<file path="config.mk">
export PLATFORM = sky130hd
export DESIGN_NAME = lcd_timing_gen
export DESIGN_NICKNAME = d
export VERILOG_FILES = /design/src/rtl/lcd_timing_pkg.sv /design/src/rtl/lcd_axis_counter.sv /design/src/rtl/lcd_timing_gen.sv
export SDC_FILE = /design/constraint.sdc
export NUM_CORES = 1
export LEC_CHECK = 0
export BUFFER_PORTS_ARGS = -buffer_cell sky130_fd_sc_hd__clkbuf_2
export CAP_MARGIN = 20
export CORE_ASPECT_RATIO = 1.1
export CORE_MARGIN = 2
export CORE_UTILIZATION = 44
export DETAILED_ROUTE_END_ITERATION = 7
export PLACE_DENSITY = 0.7
export SETUP_SLACK_MARGIN = 0.2
export SYNTH_ARGS = -nofsm -noshare
export SYNTH_HDL_FRONTEND = slang
export SYNTH_SLANG_ARGS = --single-unit
export TNS_END_PERCENT = 5
</file>
<file path="constraint.sdc">
create_clock -name pixel_clk -period 3.3 [get_ports pixel_clk]
set_input_delay 0.33 -clock pixel_clk [delete_from_list [all_inputs] [get_ports pixel_clk]]
set_output_delay 0.33 -clock pixel_clk [all_outputs]
set_load 0.05 [all_outputs]
</file>
<file path="src/rtl/lcd_timing_pkg.sv">
// Shared timing defaults, pixel type, phase encoding and colour-bar table for lcd_timing_gen.
package lcd_timing_pkg;

  localparam int H_ACTIVE_DEF = 480;
  localparam int H_FP_DEF     = 2;
  localparam int H_SYNC_DEF   = 41;
  localparam int H_BP_DEF     = 2;
  localparam int V_ACTIVE_DEF = 272;
  localparam int V_FP_DEF     = 2;
  localparam int V_SYNC_DEF   = 10;
  localparam int V_BP_DEF     = 2;
  localparam int CNT_W_DEF    = 10;

  typedef struct packed {
    logic [4:0] r;
    logic [5:0] g;
    logic [4:0] b;
  } rgb565_t;

  typedef enum logic [1:0] {
    PH_ACTIVE = 2'd0,
    PH_FRONT  = 2'd1,
    PH_SYNC   = 2'd2,
    PH_BACK   = 2'd3
  } phase_e;

  localparam logic [15:0] BAR_WHITE   = 16'hFFFF;
  localparam logic [15:0] BAR_YELLOW  = 16'hFFE0;
  localparam logic [15:0] BAR_CYAN    = 16'h07FF;
  localparam logic [15:0] BAR_GREEN   = 16'h07E0;
  localparam logic [15:0] BAR_MAGENTA = 16'hF81F;
  localparam logic [15:0] BAR_RED     = 16'hF800;
  localparam logic [15:0] BAR_BLUE    = 16'h001F;
  localparam logic [15:0] BAR_BLACK   = 16'h0000;

  function automatic rgb565_t bar_colour(input logic [2:0] idx);
    case (idx)
      3'd0:    return rgb565_t'(BAR_WHITE);
      3'd1:    return rgb565_t'(BAR_YELLOW);
      3'd2:    return rgb565_t'(BAR_CYAN);
      3'd3:    return rgb565_t'(BAR_GREEN);
      3'd4:    return rgb565_t'(BAR_MAGENTA);
      3'd5:    return rgb565_t'(BAR_RED);
      3'd6:    return rgb565_t'(BAR_BLUE);
      default: return rgb565_t'(BAR_BLACK);
    endcase
  endfunction

endpackage

</file>
<file path="src/rtl/lcd_axis_counter.sv">
// One display axis: position counter plus phase FSM (ACTIVE -> FRONT -> SYNC -> BACK),
// each phase timed by a down-counter that hands over when it reaches zero.
module lcd_axis_counter
  import lcd_timing_pkg::*;
#(
  parameter int ACTIVE = 480,
  parameter int FP     = 2,
  parameter int SYNC   = 41,
  parameter int BP     = 2,
  parameter int CNT_W  = 10
) (
  input  logic             clk,
  input  logic             rst_n,
  input  logic             step,
  input  logic             clear,
  output logic [CNT_W-1:0] cnt,
  output phase_e           phase,
  output logic             wrap
);

  localparam int TOTAL = ACTIVE + FP + SYNC + BP;
  localparam logic [CNT_W-1:0] LAST = CNT_W'(TOTAL - 1);

  logic [CNT_W-1:0] cnt_q;
  logic [CNT_W-1:0] rem_q;
  phase_e           phase_q;

  function automatic phase_e next_phase(input phase_e ph);
    case (ph)
      PH_ACTIVE: return PH_FRONT;
      PH_FRONT:  return PH_SYNC;
      PH_SYNC:   return PH_BACK;
      default:   return PH_ACTIVE;
    endcase
  endfunction

  function automatic logic [CNT_W-1:0] phase_len_m1(input phase_e ph);
    case (ph)
      PH_ACTIVE: return CNT_W'(ACTIVE - 1);
      PH_FRONT:  return CNT_W'(FP - 1);
      PH_SYNC:   return CNT_W'(SYNC - 1);
      default:   return CNT_W'(BP - 1);
    endcase
  endfunction

  assign wrap  = step && (cnt_q == LAST);
  assign cnt   = cnt_q;
  assign phase = phase_q;

  always_ff @(posedge clk or negedge rst_n) begin
    if (!rst_n) begin
      cnt_q   <= '0;
      phase_q <= PH_ACTIVE;
      rem_q   <= phase_len_m1(PH_ACTIVE);
    end else if (clear) begin
      cnt_q   <= '0;
      phase_q <= PH_ACTIVE;
      rem_q   <= phase_len_m1(PH_ACTIVE);
    end else if (step) begin
      cnt_q <= wrap ? '0 : cnt_q + 1'b1;
      // BACK always expires on the last count, so the phase FSM stays locked to cnt
      if (rem_q == '0) begin
        phase_q <= next_phase(phase_q);
        rem_q   <= phase_len_m1(next_phase(phase_q));
      end else begin
        rem_q <= rem_q - 1'b1;
      end
    end
  end

endmodule

</file>
<file path="src/rtl/lcd_timing_gen.sv">
// RGB LCD timing generator: fetch requests (stage 1) and DE/syncs/RGB at the pins (stage 2).
// Define LCD_TEST_PATTERN_EN to replace pix_data with eight vertical colour bars.
module lcd_timing_gen
  import lcd_timing_pkg::*;
#(
  parameter int   H_ACTIVE = H_ACTIVE_DEF,
  parameter int   H_FP     = H_FP_DEF,
  parameter int   H_SYNC   = H_SYNC_DEF,
  parameter int   H_BP     = H_BP_DEF,
  parameter int   V_ACTIVE = V_ACTIVE_DEF,
  parameter int   V_FP     = V_FP_DEF,
  parameter int   V_SYNC   = V_SYNC_DEF,
  parameter int   V_BP     = V_BP_DEF,
  parameter logic HS_POL   = 1'b0,
  parameter logic VS_POL   = 1'b0,
  parameter int   CNT_W    = CNT_W_DEF
) (
  input  logic             pixel_clk,
  input  logic             rst_n,
  input  logic             en,
  output logic             pix_req,
  output logic [CNT_W-1:0] pix_x,
  output logic [CNT_W-1:0] pix_y,
  output logic             frame_start,
  input  logic [15:0]      pix_data,
  output logic             lcd_de,
  output logic             lcd_hsync,
  output logic             lcd_vsync,
  output logic [4:0]       lcd_r,
  output logic [5:0]       lcd_g,
  output logic [4:0]       lcd_b
);

  logic [CNT_W-1:0] h_cnt, v_cnt;
  phase_e           h_phase, v_phase;
  logic             h_wrap, v_wrap_unused;

  lcd_axis_counter #(
    .ACTIVE(H_ACTIVE), .FP(H_FP), .SYNC(H_SYNC), .BP(H_BP), .CNT_W(CNT_W)
  ) u_h_axis (
    .clk   (pixel_clk),
    .rst_n (rst_n),
    .step  (en),
    .clear (!en),
    .cnt   (h_cnt),
    .phase (h_phase),
    .wrap  (h_wrap)
  );

  lcd_axis_counter #(
    .ACTIVE(V_ACTIVE), .FP(V_FP), .SYNC(V_SYNC), .BP(V_BP), .CNT_W(CNT_W)
  ) u_v_axis (
    .clk   (pixel_clk),
    .rst_n (rst_n),
    .step  (h_wrap),
    .clear (!en),
    .cnt   (v_cnt),
    .phase (v_phase),
    .wrap  (v_wrap_unused)
  );

  logic pix_req_d, frame_start_d, hs1_d, vs1_d;
  logic pix_req_q, frame_start_q, hs1_q, vs1_q;
  logic [CNT_W-1:0] pix_x_q, pix_y_q;
  logic req2_q, hs2_q, vs2_q;
  logic de_q, hsync_q, vsync_q;
  rgb565_t rgb_q;
  rgb565_t rgb_src;

  assign pix_req_d     = en && (h_phase == PH_ACTIVE) && (v_phase == PH_ACTIVE);
  assign frame_start_d = en && (h_cnt == '0) && (v_cnt == '0);
  assign hs1_d         = en && (h_phase == PH_SYNC);
  assign vs1_d         = en && (v_phase == PH_SYNC);

  always_ff @(posedge pixel_clk or negedge rst_n) begin
    if (!rst_n) begin
      pix_req_q     <= 1'b0;
      frame_start_q <= 1'b0;
      hs1_q         <= 1'b0;
      vs1_q         <= 1'b0;
      pix_x_q       <= '0;
      pix_y_q       <= '0;
    end else begin
      pix_req_q     <= pix_req_d;
      frame_start_q <= frame_start_d;
      hs1_q         <= hs1_d;
      vs1_q         <= vs1_d;
      if (pix_req_d) begin
        pix_x_q <= h_cnt;
        pix_y_q <= v_cnt;
      end
    end
  end

`ifdef LCD_TEST_PATTERN_EN
  localparam int BAR_W = H_ACTIVE / 8;

  logic [15:0] pix_data_unused;
  rgb565_t     bar_q;

  function automatic logic [2:0] bar_idx(input logic [CNT_W-1:0] x);
    logic [2:0] idx;
    idx = 3'd0;
    for (int i = 1; i < 8; i++) begin
      if (int'(x) >= i * BAR_W) idx = 3'(i);
    end
    return idx;
  endfunction

  assign pix_data_unused = pix_data;
  assign rgb_src         = bar_q;

  // The bar colour takes the same slot the upstream read would, keeping RGB aligned with DE
  always_ff @(posedge pixel_clk or negedge rst_n) begin
    if (!rst_n) bar_q <= '0;
    else        bar_q <= bar_colour(bar_idx(pix_x_q));
  end
`else
  assign rgb_src = rgb565_t'(pix_data);
`endif

  // Middle stage is gated by en so dropping en flushes the in-flight pixel
  always_ff @(posedge pixel_clk or negedge rst_n) begin
    if (!rst_n) begin
      req2_q  <= 1'b0;
      hs2_q   <= 1'b0;
      vs2_q   <= 1'b0;
      de_q    <= 1'b0;
      hsync_q <= ~HS_POL;
      vsync_q <= ~VS_POL;
      rgb_q   <= '0;
    end else begin
      req2_q  <= en && pix_req_q;
      hs2_q   <= en && hs1_q;
      vs2_q   <= en && vs1_q;
      de_q    <= req2_q;
      hsync_q <= hs2_q ? HS_POL : ~HS_POL;
      vsync_q <= vs2_q ? VS_POL : ~VS_POL;
      rgb_q   <= req2_q ? rgb_src : '0;
    end
  end

  assign pix_req     = pix_req_q;
  assign pix_x       = pix_x_q;
  assign pix_y       = pix_y_q;
  assign frame_start = frame_start_q;
  assign lcd_de      = de_q;
  assign lcd_hsync   = hsync_q;
  assign lcd_vsync   = vsync_q;
  assign lcd_r       = rgb_q.r;
  assign lcd_g       = rgb_q.g;
  assign lcd_b       = rgb_q.b;

endmodule

</file>
==> results of run 1 <==
worst min-delay path by stage:
stage / startpoint / end / slack, ns
detailed placement: rst_n / u_h_axis.rem_q[9]$_DFF_PN0_ / 0.34
floorplan: rst_n / frame_start$_DFF_PN0_ / 0.03
global route: pix_data[8] / lcd_g[3]$_DFF_PN0_ / 0.17
global placement: rst_n / u_h_axis.rem_q[9]$_DFF_PN0_ / 0.34
finish: pix_data[7] / lcd_g[2]$_DFF_PN0_ / 0.18
CTS: pix_data[10] / lcd_g[5]$_DFF_PN0_ / 0.17
sequential cells by signal, summed over array words and instances, names as in the netlist, 2 cells and up:
register        flops
pix_x              10
pix_y              10
u_h_axis.cnt       10
u_h_axis.rem_q     10
u_v_axis.cnt       10
u_v_axis.rem_q     10
lcd_g               6
lcd_b               5
lcd_r               5
u_h_axis.phase      2
u_v_axis.phase      2
critical path, delay by kind of cell (launching register included):
| kind | cells | cell delay (ns) |
|---|---|---|
| flops | 1 | 0.44 |
| buf+inv | 1 | 0.10 |
| compound gates | 1 | 0.13 |
| fa+ha+maj | 1 | 0.15 |
| simple gates | 3 | 1.51 |
per-layer routing:
layer,GRT usage [%],part of all wire [%],vias to the layer above
met3,3.97,4.2,12
met1,21.9,46,1452
met4,5.61,1.6,0
met5,0,0,-
met2,26.6,48,63
li1,-,-,1419
cells in the final DEF, fill, tap and decap left out, types with 4 or more instances in the layout:
| cell | n |
|---|---|
| sky130_fd_sc_hd__dfrtp_1 | 75 |
| sky130_fd_sc_hd__clkbuf_2 | 58 |
| sky130_fd_sc_hd__nor2_1 | 23 |
| sky130_fd_sc_hd__and2_1 | 22 |
| sky130_fd_sc_hd__o21ai_0 | 21 |
| sky130_fd_sc_hd__inv_1 | 19 |
| sky130_fd_sc_hd__nand2_1 | 19 |
| sky130_fd_sc_hd__nand3_1 | 16 |
| sky130_fd_sc_hd__mux2_2 | 16 |
| sky130_fd_sc_hd__ha_1 | 15 |
| sky130_fd_sc_hd__dfstp_2 | 15 |
| sky130_fd_sc_hd__xnor2_1 | 11 |
| sky130_fd_sc_hd__a21oi_1 | 10 |
| sky130_fd_sc_hd__nor4_1 | 9 |
| sky130_fd_sc_hd__clkbuf_8 | 9 |
| sky130_fd_sc_hd__nor3_1 | 8 |
| sky130_fd_sc_hd__or4_1 | 6 |
| sky130_fd_sc_hd__or3_1 | 6 |
| sky130_fd_sc_hd__and3_1 | 6 |
| sky130_fd_sc_hd__buf_4 | 6 |
| sky130_fd_sc_hd__xor2_1 | 5 |
| sky130_fd_sc_hd__o311ai_0 | 5 |
| sky130_fd_sc_hd__nand4_1 | 5 |
| sky130_fd_sc_hd__nor3b_1 | 4 |
| sky130_fd_sc_hd__o31ai_1 | 4 |
| sky130_fd_sc_hd__a22o_1 | 4 |
what timing repair did:
item	4_1_cts	5_1_grt
hold buffers	1	0
hold endpoints to repair	27	0
setup endpoints to repair	0	0
where the power goes:
group	switching, mW	leakage [nW]	internal [mW]	total, mW
clock	0.405	0.0839	0.283	0.688
combinational	0.111	0.976	0.0432	0.154
sequential	0.0138	1.19	1.13	1.14
area by class of cell:
type	instances	area share (%)
clock inverters	6	1.07
repair buffers	65	7.39
flip-flops and latches	90	48.6
multi-input cells	244	35.6
inverters	19	1.53
clock buffers	10	2.73
well taps	114	3.05
cell usage after synthesis (2+ instances only):
cell type	instances	area share, %
sky130_fd_sc_hd__mux2i_1	3	0.74
sky130_fd_sc_hd__a31oi_1	2	0.31
sky130_fd_sc_hd__nor2b_1	2	0.31
sky130_fd_sc_hd__o21a_1	3	0.56
sky130_fd_sc_hd__mux2_2	16	4.4
sky130_fd_sc_hd__nor2_1	23	2.1
sky130_fd_sc_hd__dfstp_2	15	9.7
sky130_fd_sc_hd__nor3_1	8	0.99
sky130_fd_sc_hd__a21o_1	3	0.56
sky130_fd_sc_hd__and2_1	22	3.4
sky130_fd_sc_hd__a22o_1	4	0.86
sky130_fd_sc_hd__dfrtp_1	75	46
sky130_fd_sc_hd__o31ai_1	4	0.74
sky130_fd_sc_hd__nor3b_1	4	0.74
sky130_fd_sc_hd__o21ai_0	21	2.6
sky130_fd_sc_hd__inv_1	19	1.8
sky130_fd_sc_hd__or4_1	6	1.1
sky130_fd_sc_hd__clkbuf_1	12	1.1
sky130_fd_sc_hd__or4b_2	2	0.49
sky130_fd_sc_hd__a21oi_1	10	1.2
sky130_fd_sc_hd__a211oi_1	3	0.56
sky130_fd_sc_hd__xor2_1	5	1.1
sky130_fd_sc_hd__ha_1	15	4.6
sky130_fd_sc_hd__o311ai_0	5	1.1
sky130_fd_sc_hd__and3_1	6	0.93
sky130_fd_sc_hd__nor4_1	9	1.4
sky130_fd_sc_hd__nand2_1	19	1.8
sky130_fd_sc_hd__nand4_1	5	0.77
sky130_fd_sc_hd__nand3_1	16	2.0
sky130_fd_sc_hd__or2_2	2	0.31
sky130_fd_sc_hd__or3_1	6	0.93
sky130_fd_sc_hd__xnor2_1	11	2.4
cell families (layout without fill, tap and decap cells):
| group | after synthesis | count (layout) |
|---|---|---|
| buf+inv | 31 | 100 |
| compound gates | 58 | 58 |
| mux | 19 | 19 |
| flops | 90 | 90 |
| xor+xnor | 16 | 16 |
| simple gates | 136 | 136 |
| fa+ha+maj | 15 | 15 |
==> qor_table.md, run 1 <==
| Quantity | Value |
|:---|:---|
| Die span in x | 95.5 um |
| Count of port buffers added during placement | 59 |
| Highest attainable clock frequency | 415 MHz |
| Antenna violations before repair | 0 |
| Synth Area in Compound Gates | 9.11% |
| Number of cell instances on the worst register-to-register path | 6 |
| Die Footprint | 0.0100 mm^2 |
| Placed standard-cell area | 0.00449 mm^2 |
| Worst Setup EP | u_v_axis.rem_q[7]$_DFFE_PN0P_ |
| Number of global-route vias before repair | 2,843 |
| Post-synthesis cell type count | 41 |
| Setup Total Neg Slack | 0 ns |
| Worst-margin pin slew | 0.717 ns |
| Number of levels in the clock H-tree | 3 |
| Share of synthesized cell area in full adder, half adder and majority cells | 4.63% |
| Min Hold Slack | 0.179 ns |
| Clock period minus final worst setup slack | 2.41 ns |
| Total number of vias | 2,946 |
| Height of the chip | 105 um |
| Number of buffers added by the clock tree synthesis step | 9 |
| Tightest Hold Check Type | in -> reg |
| Synthesized-area fraction occupied by and/or/nand/nor cells | 18.7% |
| Unrepaired setup endpoints after global routing | no |
| Number of standard cells after synthesis | 365 |
| Mapped cell area | 0.00405 mm^2 |
| Global route total overflow | 0 |
| Maximum cell stage delay along the critical path | 0.55 ns |
| Fraction of synthesized area in multiplexers | 5.19% |
| Critical path arrival | 2.69 ns |
| Standby leakage power | 2.25 nW |
| Worst hold path cell count | 2 |
| Post-DP HPWL | 5430 um |
| Design Area, Final | 0.00467 mm^2 |
| Final Net Count | 463 |
| Final worst clock skew | 0.0123 ns |
| PwrDens | 424 mW/mm^2 |
| Final Cycle Share | 73.0% |
| Outcome | completed |
| Relative slew margins | 51.8% |
| Nets in the synthesized netlist | 399 |
| Relative area change from synthesis to final layout | 15.3% |
| Longest Clk Path Bufs | 2 |
| Worst Setup Slack, final | 0.891 ns |
| Cell Count, Final, Fillers Out | 548 |
| Weighted congestion reported at the end of routability-driven placement | 0.825 |
| Maximum number of pins on one net before global-route repair | 42 |
| Origin of the critical flop-to-flop path | u_h_axis.cnt[0]$_DFF_PN0_ |
| Power, Total | 1.98 mW |
| Cell chain of the critical path | inv_1 -> ha_1 -> or4b_4 -> or4_4 -> or4b_1 -> a21oi_1 |
| Number of detailed-routing iterations run before antenna repair | 4 |
| Clock transition at the register clock pins on the worst setup and hold paths after CTS | 0.09 ns |
| Layout Utilization | 52.4% |
| Number of flops mapped to enable cells by yosys | 0 |
| Count of inserted antenna diode cells | 0 |
| CP Max Fanout | 5 |
| Initial standard-cell utilization of the core | 45.4% |
| Worst-case register-to-register setup slack | 0.89 ns |
| Data required time of the critical path | 3.59 ns |
| Wire length per cell | 14.2 um |
| Dpl ws | 0.939 ns |
| DRC violation total after the first TritonRoute iteration | 136 |
| Classification of the worst setup path | reg -> reg |
| Layout filler cell count | 804 |
| Kind of launch point of the worst setup path | register |
| Standard cell with the maximum stage delay on the critical path | sky130_fd_sc_hd__or4_4 |
| Number of core rows | 36 |
| Most instantiated flip-flop cell in the synthesis netlist | sky130_fd_sc_hd__dfrtp_1 |
| Total Routing Usage GR | 16.5% |
| End of the worst register-to-register path | u_v_axis.rem_q[7]$_DFFE_PN0P_ |
| Detailed-route vias per instance | 5.38 |
| Number of pins with negative max-slew slack in the final report | 0 |
| Part of the Yosys area used for sequential elements | 56.0% |
| Ratio of cells with drive above 1 in the final layout | 27.0% |
| Count of boundary I/O pins | 60 |
| Drt drc | 0 |
| Xor and xnor fraction of the mapped netlist area | 3.46% |
| Post-CTS resize count | 0 |
| Element type at the critical path end | register |
| Total number of yosys warnings | 0 |
| Detailed-route wire length | 7790 um |
| FF+latch area | 0.00227 mm^2 |
| Share of flip-flops with an asynchronous set or reset after synthesis | 100% |
| Count of max-cap constraint violations | 0 |
| Clock latency at the later pin of the worst-skew pair | 0.36 ns |
| Buffer count from post-CTS setup fixing | 0 |
| Clock Sinks | 90 |
| Peak supply drop | 0.359 mV |
| Worst setup path startpoint | u_h_axis.cnt[0]$_DFF_PN0_ |
| Total of endpoints with negative setup slack in the final report | 0 |
| Endpoints failing hold | 0 |
| Cell at the root of the clock tree | sky130_fd_sc_hd__clkbuf_8 |
| First-pass GRT wire length | 13,200 um |
| Core ar. | 0.00892 mm^2 |
| Main combinational cell family by area after synthesis | simple AND/OR/NAND/NOR gates |
| Number of storage elements in the synthesis netlist | 90 |
| Area of combinational cells with multiple inputs | 0.00167 mm^2 |
| CTS tree | done |
| Mean instance size in the synthesized netlist | 11.1 um^2 |
| Inst Count DP | 531 |
| Antenna-violating nets left | 0 |
(Power assumes the default switching activity.)
==> run 2: changes to the inputs <==
PLACE_DENSITY = 0.73   (was 0.7)
clock period = 2 ns   (was 3.3 ns; I/O delays follow)
==> run 2 against run 1 <==
Effect of this change: first-iteration DRC count up 12%; global-route usage up 0.94 points; critical path depth is 2 lower; wire length is 8.7% higher; largest power group unchanged; via count is 6.1% higher; total power increased by 75%; the run now ends with setup timing left; clock-buffer cell count shrank 1; clock skew fell by 0.0058 ns; flip-flop and latch count is the same; critical path type unchanged.
==> qor_table.md, run 2 (synthesis results as in run 1) <==
| Quantity | Value | Delta |
|:---|:---|:---|
| Antenna-violating nets left | 0 | unchanged |
| Peak supply drop | 0.516 mV | +44% |
| Min-Delay Startpoint | pix_data[10] |  |
| Die Footprint | 0.0100 mm^2 | unchanged |
| Worst-case register-to-register setup slack | -0.19 ns | -1.08 ns |
| Power, Total | 3.47 mW | +75% |
| Wire length per cell | 14.4 um | +1.3% |
| Detailed-route vias per instance | 5.32 | -1.1% |
| Cell at the root of the clock tree | sky130_fd_sc_hd__clkbuf_8 |  |
| Maximum number of pins on one net before global-route repair | 58 | +38% |
| Outcome | finished, violations left |  |
| Final worst clock skew | 0.00646 ns | -0.00583 ns |
| Ratio of cells with drive above 1 in the final layout | 38.2% | +11 points |
| Critical path arrival | 2.47 ns | -0.22 ns |
| Kind of launch point of the worst setup path | register |  |
| Endpoints failing hold | 0 | unchanged |
| Number of pins with negative max-slew slack in the final report | 0 | unchanged |
| Initial standard-cell utilization of the core | 45.4% | unchanged |
| Number of core rows | 36 | unchanged |
| Classification of the worst setup path | reg -> reg |  |
| Clk network pwr share | 37.3% | +2.6 points |
| Tightest Hold Check Type | in -> reg |  |
| Worst-margin pin slew | 0.436 ns | -0.281 ns |
| Unrepaired setup endpoints after global routing | yes |  |
| Dpl ws | -0.268 ns | -1.21 ns |
| Logic pwr share | 8.8% | +1.0 points |
| Int Pwr | 2.56 mW | +77% |
| Total of endpoints with negative setup slack in the final report | 6 | +6 |
| Total number of vias | 3,126 | +6.1% |
| Origin of the critical flop-to-flop path | u_v_axis.rem_q[1]$_DFFE_PN1P_ |  |
| Cell chain of the critical path | or4_1 -> or4_4 -> or4b_4 -> a21oi_2 |  |
| Number of buffers added by the clock tree synthesis step | 9 | unchanged |
| Worst path top cell family by delay | simple AND/OR/NAND/NOR gates |  |
| Number of detailed-routing iterations run before antenna repair | 4 | unchanged |
| Relative area change from synthesis to final layout | 28.2% |  |
| Data required time of the critical path | 2.29 ns | -1.30 ns |
| Number of buffer and inverter instances along the worst setup path | 0 | -1 |
| Cell Count, Final, Fillers Out | 588 | +7.3% |
| Relative slew margins | 70.7% | +19 points |
| Antenna violations before repair | 0 | unchanged |
| Maximum cell stage delay along the critical path | 0.57 ns | +0.02 ns |
| Layout Utilization | 58.3% | +5.9 points |
| Commonest non-fill, non-tap cell in the layout | sky130_fd_sc_hd__dfrtp_1 |  |
| Design Area, Final | 0.00520 mm^2 | +11% |
| Sequential share of power | 54.0% | -3.5 points |
| CTS tree | done |  |
| Drt drc | 0 | unchanged |
| Detailed-route wire length | 8470 um | +8.7% |
| Standard cell with the maximum stage delay on the critical path | sky130_fd_sc_hd__or4_1 |  |
| Element type at the critical path end | register |  |
| PwrDens | 668 mW/mm^2 | +58% |
| Standby leakage power | 2.49 nW | +11% |
| Highest attainable clock frequency | 457 MHz | +10% |
| Weighted congestion reported at the end of routability-driven placement | 0.863 | +4.6% |
| Final Net Count | 503 | +8.6% |
| Clock latency at the later pin of the worst-skew pair | 0.35 ns | about the same |
| Worst setup path startpoint | u_v_axis.rem_q[1]$_DFFE_PN1P_ |  |
| CP Max Fanout | 3 | -2 |
| Leading cell types in the layout, fill and taps excluded | sky130_fd_sc_hd__dfrtp_1, sky130_fd_sc_hd__clkbuf_2, sky130_fd_sc_hd__buf_4 |  |
| Total Routing Usage GR | 17.5% | +0.94 points |
| DRC violation total after the first TritonRoute iteration | 152 | +12% |
| Count of port buffers added during placement | 59 | unchanged |
| Die span in x | 95.5 um | unchanged |
| Number of global-route vias before repair | 3,086 | +8.5% |
| Placed standard-cell area | 0.00479 mm^2 | +6.7% |
| Height of the chip | 105 um | unchanged |
| First-pass GRT wire length | 13,900 um | +5.7% |
| Count of inserted antenna diode cells | 0 | unchanged |
| Core ar. | 0.00892 mm^2 | unchanged |
| Violated checks | setup timing |  |
| Longest Clk Path Bufs | 2 | unchanged |
| Layout filler cell count | 750 | -6.7% |
| Worst Setup Slack, final | -0.187 ns | -1.08 ns |
| Clock transition at the register clock pins on the worst setup and hold paths after CTS | 0.09 ns | about the same |
| Switching part of the total power | 26.2% | -0.54 points |
| Number of levels in the clock H-tree | 3 | unchanged |
| Final Cycle Share | 109% | +36 points |
| Inst Count DP | 567 | +6.8% |
| Count of max-cap constraint violations | 0 | unchanged |
| Net switching power | 0.910 mW | +72% |
| Clock Sinks | 90 | unchanged |
| Count of boundary I/O pins | 60 | unchanged |
| Global route total overflow | 0 | unchanged |
| Clock period minus final worst setup slack | 2.19 ns | -0.222 ns |
| Post-DP HPWL | 5850 um | +7.7% |
==> run 2: cell types whose count changed in the layout (fill, tap and decap cells not counted), moves of 3 or more <==
cell,change
sky130_fd_sc_hd__buf_4,+35
sky130_fd_sc_hd__inv_1,-6
sky130_fd_sc_hd__inv_2,+4
sky130_fd_sc_hd__nor4_1,-3
==> run 2: layout make-up <==
class	count	area, um^2	area share (%)
Inverter	19	76.3	1.47
Clock inverter	7	87.6	1.69
Clock buffer	9	124	2.38
Multi-Input combinational cell	245	1830	35.1
Tap cell	114	143	2.74
Timing Repair Buffer	104	671	12.9
Sequential cell	90	2270	43.7
==> run 2: power by group through the flow <==
stage	Clock, mW	Combinational, mW	Sequential, mW
detailed placement	0	0.289	1.91
global placement	0	0.286	1.91
finish	1.29	0.305	1.87
floorplan	0	0.0799	1.99
CTS	1.34	0.300	1.88
global route	1.41	0.333	1.88
==> run 2: final timing paths <==
check,to,cells after the start
worst max-delay path,u_v_axis.rem_q[7]$_DFFE_PN0P_,4
worst min-delay path,lcd_g[5]$_DFF_PN0_,2
worst max register to register,u_v_axis.rem_q[7]$_DFFE_PN0P_,4
worst min register to register,lcd_vsync$_DFF_PN1_,1
max in group asynchronous,u_v_axis.rem_q[0]$_DFFE_PN1P_,3
min in group asynchronous,vs2_q$_DFF_PN0_,2
==> run 2: metrics by stage <==
step	hold slack, ns	TNS (ns)
after global routing	0.0334	-0.939
final	0.0494	-0.363
after CTS	0.0316	-0.371
after global placement	0.173	-0.652
after floorplan	-0.0956	-1.06
after detailed placement	0.181	-1.52
==> run 2: routing by layer <==
layer  up-vias  global-route usage, %  routed length [um]
met2        59                   29.6                4370
met3        11                   3.39                 308
met4         0                   6.53                 111
li1       1495                      -                   -
met1      1561                   21.9                3680
met5         -                      0                   0
==> run 2: worst reg2reg max path: stages, from the launching register on <==
cell                      delay, ns
sky130_fd_sc_hd__dfstp_2       0.38
sky130_fd_sc_hd__or4_1         0.57
sky130_fd_sc_hd__or4_4         0.55
sky130_fd_sc_hd__or4b_4        0.49
sky130_fd_sc_hd__a21oi_2       0.12
==> run 2: timing repair <==
item                                    4_1_cts  5_1_grt
endpoints found under the setup margin       43       44
gates cloned                                  1        0
gates resized for setup                      16       22
setup buffers                                 2        1
hold buffers                                  1        0
pin swaps                                     3       12
hold endpoints to repair                     25        0
==> run 3: changes to the inputs <==
TNS_END_PERCENT = 20   (was 5)
==> run 3 against run 2 <==
Effect of this change: the run still ends with setup timing left; clock power grew 9%; combinational power rose by 2%; global-route usage increased by 0.26 points; critical endpoint unchanged.
==> qor_table.md, run 3 (synthesis results as in run 1) <==
| Quantity | Value | Delta |
|:---|:---|:---|
| Count of max-cap constraint violations | 0 | unchanged |
| Outcome | finished, violations left |  |
| Weighted congestion reported at the end of routability-driven placement | 0.820 | -5.1% |
| Worst setup path startpoint | u_h_axis.cnt[0]$_DFF_PN0_ |  |
| Cell at the root of the clock tree | sky130_fd_sc_hd__clkbuf_8 |  |
| Commonest non-fill, non-tap cell in the layout | sky130_fd_sc_hd__dfrtp_1 |  |
| Detailed-route vias per instance | 5.29 | -0.44% |
| PwrDens | 685 mW/mm^2 | +2.6% |
| Antenna-violating nets left | 0 | unchanged |
| Initial standard-cell utilization of the core | 45.4% | unchanged |
| Antenna violations before repair | 0 | unchanged |
| Cell Count, Final, Fillers Out | 591 | +0.51% |
| Number of buffers added by the clock tree synthesis step | 9 | unchanged |
| Number of core rows | 36 | unchanged |
| First-pass GRT wire length | 14,200 um | +1.9% |
| Data required time of the critical path | 2.28 ns | about the same |
| Height of the chip | 105 um | unchanged |
| Drt drc | 0 | unchanged |
| Worst-margin pin slew | 0.540 ns | +0.104 ns |
| Layout filler cell count | 759 | +1.2% |
| Unrepaired setup endpoints after global routing | yes |  |
| Longest Clk Path Bufs | 2 | unchanged |
| Clock transition at the register clock pins on the worst setup and hold paths after CTS | 0.10 ns | about the same |
| Number of levels in the clock H-tree | 3 | unchanged |
| Layout Utilization | 58.8% | +0.56 points |
| Final Net Count | 506 | +0.60% |
| Count of port buffers added during placement | 59 | unchanged |
| Ratio of cells with drive above 1 in the final layout | 39.0% | +0.81 points |
| Power, Total | 3.60 mW | +3.5% |
| Min-Delay Startpoint | pix_data[6] |  |
| Relative slew margins | 64.0% | -6.7 points |
| CTS tree | done |  |
| Wire length per cell | 14.2 um | -1.6% |
| Dpl ws | -0.183 ns | +0.0855 ns |
| Total Routing Usage GR | 17.7% | +0.26 points |
| Die Footprint | 0.0100 mm^2 | unchanged |
| Post-DP HPWL | 5800 um | -0.80% |
| Core ar. | 0.00892 mm^2 | unchanged |
| Final Cycle Share | 111% | +1.6 points |
| CP Max Fanout | 3 | unchanged |
| Number of pins with negative max-slew slack in the final report | 0 | unchanged |
| Clock latency at the later pin of the worst-skew pair | 0.36 ns | about the same |
| Endpoints failing hold | 0 | unchanged |
| Min Hold Slack | 0.0370 ns | -0.0124 ns |
| Clock Sinks | 90 | unchanged |
| Highest attainable clock frequency | 451 MHz | -1.5% |
| Total number of vias | 3,128 | +0.064% |
| Number of global-route vias before repair | 3,131 | +1.5% |
| Peak supply drop | 0.407 mV | -21% |
| Tightest Hold Check Type | in -> reg |  |
| Placed standard-cell area | 0.00479 mm^2 | +0.16% |
| Clock period minus final worst setup slack | 2.22 ns | +0.0325 ns |
| Total of endpoints with negative setup slack in the final report | 16 | +10 |
| Element type at the critical path end | register |  |
| Count of inserted antenna diode cells | 0 | unchanged |
| Relative area change from synthesis to final layout | 29.5% |  |
| Global route total overflow | 0 | unchanged |
| Maximum number of pins on one net before global-route repair | 42 | -28% |
| Inst Count DP | 566 | -0.18% |
| Kind of launch point of the worst setup path | register |  |
| Final worst clock skew | 0.0195 ns | +0.0130 ns |
| Number of detailed-routing iterations run before antenna repair | 6 | +2 |
| DRC violation total after the first TritonRoute iteration | 127 | -16% |
| Critical path arrival | 2.50 ns | +0.03 ns |
| Leading cell types in the layout, fill and taps excluded | sky130_fd_sc_hd__dfrtp_1, sky130_fd_sc_hd__clkbuf_2, sky130_fd_sc_hd__buf_4 |  |
| Standby leakage power | 2.53 nW | +1.5% |
| Violated checks | setup timing |  |
| Classification of the worst setup path | reg -> reg |  |
| Worst Setup Slack, final | -0.219 ns | -0.0325 ns |
| Detailed-route wire length | 8380 um | -1.1% |
| Setup Total Neg Slack | -0.758 ns | -0.396 ns |
| Die span in x | 95.5 um | unchanged |
| Origin of the critical flop-to-flop path | u_h_axis.cnt[0]$_DFF_PN0_ |  |
| Design Area, Final | 0.00525 mm^2 | +0.96% |
| Count of boundary I/O pins | 60 | unchanged |
-- run 3: cell types whose count changed in the layout (fill, tap and decap cells not counted), moves of 2 or more --
cell | previous run | this run
sky130_fd_sc_hd__clkinv_4 | 0 | 2
sky130_fd_sc_hd__o311ai_0 | 4 | 1
sky130_fd_sc_hd__buf_6 | 2 | 5
sky130_fd_sc_hd__o311ai_1 | 0 | 3
-- run 3: routing by layer --
layer	up-vias	GRT usage (%)	wire length [um]
li1	1501	-	-
met1	1528	23.3	3660
met2	87	29.0	4220
met3	12	3.82	369
met4	0	5.82	126
met5	-	0	0
-- run 3: layout make-up --
| cell class | count | area [um^2] | area share, % |
|---|---|---|---|
| inverters | 19 | 73.8 | 1.41 |
| well taps | 114 | 143 | 2.72 |
| clock buffers | 9 | 124 | 2.36 |
| flip-flops and latches | 90 | 2270 | 43.3 |
| repair buffers | 108 | 707 | 13.5 |
| clock inverters | 7 | 106 | 2.03 |
| multi-input cells | 244 | 1820 | 34.7 |
-- run 3: timing repair --
| action | CTS | global route |
|---|---|---|
| gates cloned | 0 | 0 |
| pin swaps | 9 | 10 |
| setup buffers | 2 | 6 |
| resized for setup | 29 | 10 |
| setup endpoints to repair | 38 | 43 |
| hold buffers | 1 | 0 |
| hold endpoints to repair | 25 | 0 |
-- run 3: where the power goes --
group          switching (mW)  total, mW  internal, mW
clock                   0.684       1.41         0.726
sequential             0.0185       1.88          1.86
combinational           0.205      0.312         0.107
total                   0.908       3.60          2.69
-- run 3: final timing paths --
path / end / slack [ns] / depth (start not counted)
max: u_v_axis.rem_q[7]$_DFFE_PN0P_ / -0.22 / 6
min: lcd_g[1]$_DFF_PN0_ / 0.04 / 2
max reg2reg: u_v_axis.rem_q[7]$_DFFE_PN0P_ / -0.22 / 6
min reg2reg: lcd_vsync$_DFF_PN1_ / 0.36 / 1
max in group asynchronous: lcd_vsync$_DFF_PN1_ / 0.97 / 3
min in group asynchronous: lcd_b[0]$_DFF_PN0_ / 0.36 / 2
-- run 3: critical path: stages, from the launching register on --
cell and delay (ns):
sky130_fd_sc_hd__dfrtp_1 0.40, sky130_fd_sc_hd__inv_2 0.09, sky130_fd_sc_hd__ha_4 0.13, sky130_fd_sc_hd__or4b_4 0.46, sky130_fd_sc_hd__or4_4 0.44, sky130_fd_sc_hd__or4b_4 0.50, sky130_fd_sc_hd__a21oi_2 0.14
